### config.mk
export PLATFORM = sky130hd
export DESIGN_NAME = channel_seq_ctrl
export DESIGN_NICKNAME = d
export VERILOG_FILES = /design/src/rtl/channel_seq_ctrl.sv
export SDC_FILE = /design/constraint.sdc
export NUM_CORES = 1
export LEC_CHECK = 0
export ABC_AREA = 0
export BUFFER_PORTS_ARGS = -buffer_cell sky130_fd_sc_hd__buf_2
export CAP_MARGIN = 25
export CORE_ASPECT_RATIO = 2
export CORE_MARGIN = 5
export CORE_UTILIZATION = 40
export DETAILED_ROUTE_END_ITERATION = 10
export PLACE_DENSITY = 0.7
export SETUP_SLACK_MARGIN = 0.2
export SYNTH_ARGS = -nofsm -noshare
export SYNTH_HDL_FRONTEND = slang
export SYNTH_SLANG_ARGS = --single-unit
### constraint.sdc
create_clock -name clk -period 1.5 [get_ports clk]
set_input_delay 0.075 -clock clk [delete_from_list [all_inputs] [get_ports clk]]
set_output_delay 0.075 -clock clk [all_outputs]
set_load 0.01 [all_outputs]
### src/rtl/channel_seq_ctrl.sv
// PAM-4 symbol sequencer for a channel model: clears the channel, maps one frame of
// symbols to signed levels, flushes the pulse-response tail with zeros, then counts the frame.
module channel_seq_ctrl #(
  parameter int SIGNAL_RESOLUTION     = 8,
  parameter int SYMBOL_SEPERATION     = 56,
  parameter int PULSE_RESPONSE_LENGTH = 2,
  parameter int FRAME_LEN             = 16
) (
  input  logic                                clk,
  input  logic                                rstn,
  input  logic                                start,
  input  logic                                abort,
  input  logic [1:0]                          sym_in,
  input  logic                                sym_in_valid,
  output logic                                sym_in_ready,
  output logic                                chan_rstn,
  output logic signed [SIGNAL_RESOLUTION-1:0] chan_signal_in,
  output logic                                chan_signal_in_valid,
  output logic                                busy,
  output logic                                frame_done,
  output logic [15:0]                         frame_count
);

  typedef enum logic [2:0] {IDLE, CLEAR, RUN, FLUSH, DONE} state_t;

  localparam logic [15:0] FRAME_LEN_W = 16'(FRAME_LEN);
  localparam logic [15:0] LAST_SYM    = 16'(FRAME_LEN - 1);
  localparam bit          HAS_FLUSH   = (PULSE_RESPONSE_LENGTH > 1);
  localparam logic [15:0] LAST_FLUSH  = HAS_FLUSH ? 16'(PULSE_RESPONSE_LENGTH - 2) : 16'd0;

  state_t             state, next_state;
  logic [15:0]        sym_cnt;
  logic [15:0]        flush_cnt;
  logic               accept;
  logic               flush_issue;
  logic signed [31:0] level;

  // Symbol-to-level map done in 32-bit signed so the negative levels stay exact before truncation
  assign level  = ($signed({30'd0, sym_in}) * 32'sd2 - 32'sd3) * SYMBOL_SEPERATION / 32'sd2;
  assign accept = sym_in_valid && sym_in_ready;
  assign busy   = (state != IDLE);

  always_comb begin
    next_state   = state;
    sym_in_ready = 1'b0;
    flush_issue  = 1'b0;
    frame_done   = 1'b0;
    case (state)
      IDLE:  if (start) next_state = CLEAR;
      CLEAR: next_state = RUN;
      RUN: begin
        sym_in_ready = (sym_cnt < FRAME_LEN_W);
        if (sym_in_valid && sym_cnt == LAST_SYM) next_state = FLUSH;
      end
      FLUSH: begin
        flush_issue = HAS_FLUSH;
        if (!HAS_FLUSH || flush_cnt == LAST_FLUSH) next_state = DONE;
      end
      DONE: begin
        frame_done = 1'b1;
        next_state = IDLE;
      end
      default: next_state = IDLE;
    endcase
    // Abort wins over everything, including the ready handshake in the same cycle
    if (abort) begin
      next_state   = IDLE;
      sym_in_ready = 1'b0;
      flush_issue  = 1'b0;
      frame_done   = 1'b0;
    end
  end

  always_ff @(posedge clk or negedge rstn) begin
    if (!rstn) state <= IDLE;
    else       state <= next_state;
  end

  always_ff @(posedge clk or negedge rstn) begin
    if (!rstn) begin
      sym_cnt   <= '0;
      flush_cnt <= '0;
    end else begin
      if (abort || state != RUN) sym_cnt <= '0;
      else if (accept)           sym_cnt <= sym_cnt + 16'd1;
      if (flush_issue) flush_cnt <= flush_cnt + 16'd1;
      else             flush_cnt <= '0;
    end
  end

  // Sample register: an already-registered sample still shows valid for its cycle after an abort
  always_ff @(posedge clk or negedge rstn) begin
    if (!rstn) begin
      chan_signal_in       <= '0;
      chan_signal_in_valid <= 1'b0;
    end else if (accept) begin
      chan_signal_in       <= SIGNAL_RESOLUTION'(level);
      chan_signal_in_valid <= 1'b1;
    end else if (flush_issue) begin
      chan_signal_in       <= '0;
      chan_signal_in_valid <= 1'b1;
    end else begin
      chan_signal_in_valid <= 1'b0;
    end
  end

  // Channel reset is registered from next_state so it is low for exactly the CLEAR cycle
  always_ff @(posedge clk or negedge rstn) begin
    if (!rstn) begin
      chan_rstn   <= 1'b0;
      frame_count <= '0;
    end else begin
      chan_rstn <= (next_state != CLEAR);
      if (frame_done) frame_count <= frame_count + 16'd1;
    end
  end

endmodule

==> metrics.cfg <==
[run_status]
status=finished, violations left
violations=setup timing

[floorplan]
die_height_um=128
die_w_um=68.9
dieArea_um2=8820
rows=43
core_um2=6830
pin_count=36
initial_core_util=0.407

[drt]
routedWlPerCell_um=15.5
routed_wl_um=7020
drc_errors=0
drtIter0Drc=197
vias=2306
dr.pass1.iters=4
ant_nets=0
viasPerCell=5.10

[sta]
relSlewSlack=0.630
setup_violations=17
max_slew.worst_pin.slew_ps=555
fin_skew_ps=4.72
rsz0062_at_grt=true
layout_setup_ws_ps=-109
period_minus_slack_ps=1610
finalCritPeriodShare=1.07
tns_ps=-1060
fmax_ghz=0.621
final_max_slew_viol_count=0
finalHoldViolCount=0

[synth]
yosys_warnings=0
synth_area_leaders=dfrtp_1 53%, xnor2_1 5.0%, xor2_1 4.1%
synthSimpleGateAreaFrac=0.235
ys_seq_area_frac=0.531
syn-instance-count=258
synth_edf_count=0
synth-compound-area-share=0.0441
synthMuxAreaShare=0.0158
synth_area_um2=2780
synth-seq-cells=59
syn_avg_cell_area_um2=10.8
synth_ff_type=dfrtp_1
async_reset_ff_frac=1.00
synth_top_family_by_area=simple AND/OR/NAND/NOR gates
yosysTopAreaCell=dfrtp_1
synth_fa_ha_area_frac=0.0405
ys_types=38
synth_xor_area_frac=0.0995
synth_top_area_share=0.531

[setup_path]
r2r_start=sym_cnt[13]
worstSetupStartpointType=flip-flop
required_ps=1420
cp-end-kind=primary output
ff2ff_path_depth=4
path_max_fanout=9
endpoint=sym_in_ready
crit_arrival_ps=1530
rr_endpoint=state[0]
r2r_slack_ps=-110
cp-startpoint=state[0]
critPathKind=reg -> out

[layout]
final_common_cell=dfrtp_1
antenna_cells=0
stdcell_count=452
layout_common_cells=53 x dfrtp_1, 44 x buf_4, 31 x buf_2, 19 x nor2_1, 15 x xnor2_1
drive_gt1_frac=0.464
fin_nets=373
syn2layout_area_growth_pct=51.6
utilization=0.616
fillers=540

[cts]
htree_levels=3
clockBufferDepth=2
cts_tree=done
clk_pin_slew_ps=50
clkLatencyLatePin_ps=330
cts_root_buffer=clkbuf_16
cts_buffers=9
cts_sinks=59

[global_routing]
first_global_vias=2248
grt_pass1_wl_um=10600
grt_antenna_before_repair=0
grt_max_degree=23
track_usage=0.161
grt.overflow.total=0

[place]
hpwl_um=4010
portBuffers=33
place_inst=394
finalWeightedCongestion=0.801

[power]
vdd_ir_drop_max_mv=0.885
leakagePower_nw=2.09
p_per_area_nw_per_um2=1050

[job]
drv_cap=0

[min_path]
hold_class=in -> reg

[routing by layer]
layer,track usage,wire (um)
met1,0.205,2740
met2,0.251,3720
met3,0.0474,370
met5,0,0
met4,0.0678,185
[synthesized netlist by cell type (all sizes together) (3+ instances only)]
| library cell | number |
|---|---|
| nand2 | 14 |
| a21oi | 4 |
| clkbuf | 4 |
| buf | 4 |
| nor4 | 7 |
| mux2 | 3 |
| xor2 | 13 |
| o21ai | 7 |
| nor2 | 29 |
| nor4b | 3 |
| o211ai | 5 |
| nand3 | 12 |
| inv | 12 |
| nor3 | 5 |
| and2 | 11 |
| nor2b | 3 |
| and4 | 3 |
| and3 | 8 |
| ha | 9 |
| or3 | 4 |
| xnor2 | 16 |
| dfrtp | 59 |
| nand4 | 14 |
[cells by family (layout without fill, tap and decap cells)]
logic type / Yosys count / after routing
adder cells (fa/ha/maj): 9 / 9
flip-flops: 59 / 59
AO/OA/AOI/OAI: 20 / 20
multiplexers: 4 / 4
buffers and inverters: 20 / 123
XOR/XNOR: 30 / 30
AND/OR/NAND/NOR: 115 / 115
other: 1 / 2
[cell type report]
| cell class | count | area (um2) | share of cell area |
|---|---|---|---|
| multi-input combinational | 180 | 1500 | 0.357 |
| sequential | 59 | 1480 | 0.352 |
| timing repair buffer | 95 | 756 | 0.179 |
| clock buffer | 11 | 233 | 0.0553 |
| tap | 90 | 113 | 0.0267 |
| clock inverter | 5 | 77.6 | 0.0184 |
| inverter | 12 | 45.0 | 0.0107 |
[state kept, by name, indices dropped and copies added, names as in the netlist]
signal                flops
flush_cnt                16
frame_count              16
sym_cnt                  16
chan_signal_in            6
state                     3
chan_rstn                 1
chan_signal_in_valid      1
[stage by stage]
stage | power (mW) | setup WS [ps] | hold slack, ps | instance area [um2]
after floorplan | 1.99 | -186 | -221 | 2840
final | 4.41 | -109 | 40.6 | 4210
after global placement | 2.20 | -75.7 | 77.5 | 3250
after global routing | 4.60 | -257 | 35.5 | 4210
after CTS | 4.41 | -113 | 17.9 | 3900
after detailed placement | 2.22 | -153 | 86.5 | 3250
[worst max-delay path, stage by stage, from the launching register on]
cell and delay, ps:
dfrtp_1 400, buf_6 150, nor4b_4 290, and4_1 240, buf_2 130
[power by group]
part	switching, mW	total (mW)	internal (mW)
registers	0.0736	1.76	1.69
logic	0.266	0.521	0.255
clock network	0.679	2.12	1.45
[how the worst min path moves through the flow]
stage / startpoint / to / slack, ps / cells after the start
2_1_floorplan: rstn / chan_rstn / -220 / 0
3_3_place_gp: rstn / flush_cnt[14] / 80 / 1
3_5_place_dp: rstn / flush_cnt[15] / 90 / 1
4_1_cts: abort / state[1] / 20 / 2
5_1_grt: abort / state[1] / 40 / 2
6_report: sym_in_valid / chan_signal_in[6] / 40 / 3
[what timing repair did]
item                                    CTS  global route
cloned                                    2             0
endpoints found under the setup margin   47            58
buffers inserted                         16            22
pin swaps                                17            29
resized for setup                        43            34
hold buffers                              2             0
endpoints found under the hold margin    20             0
Power figures use the tool's default switching activity.
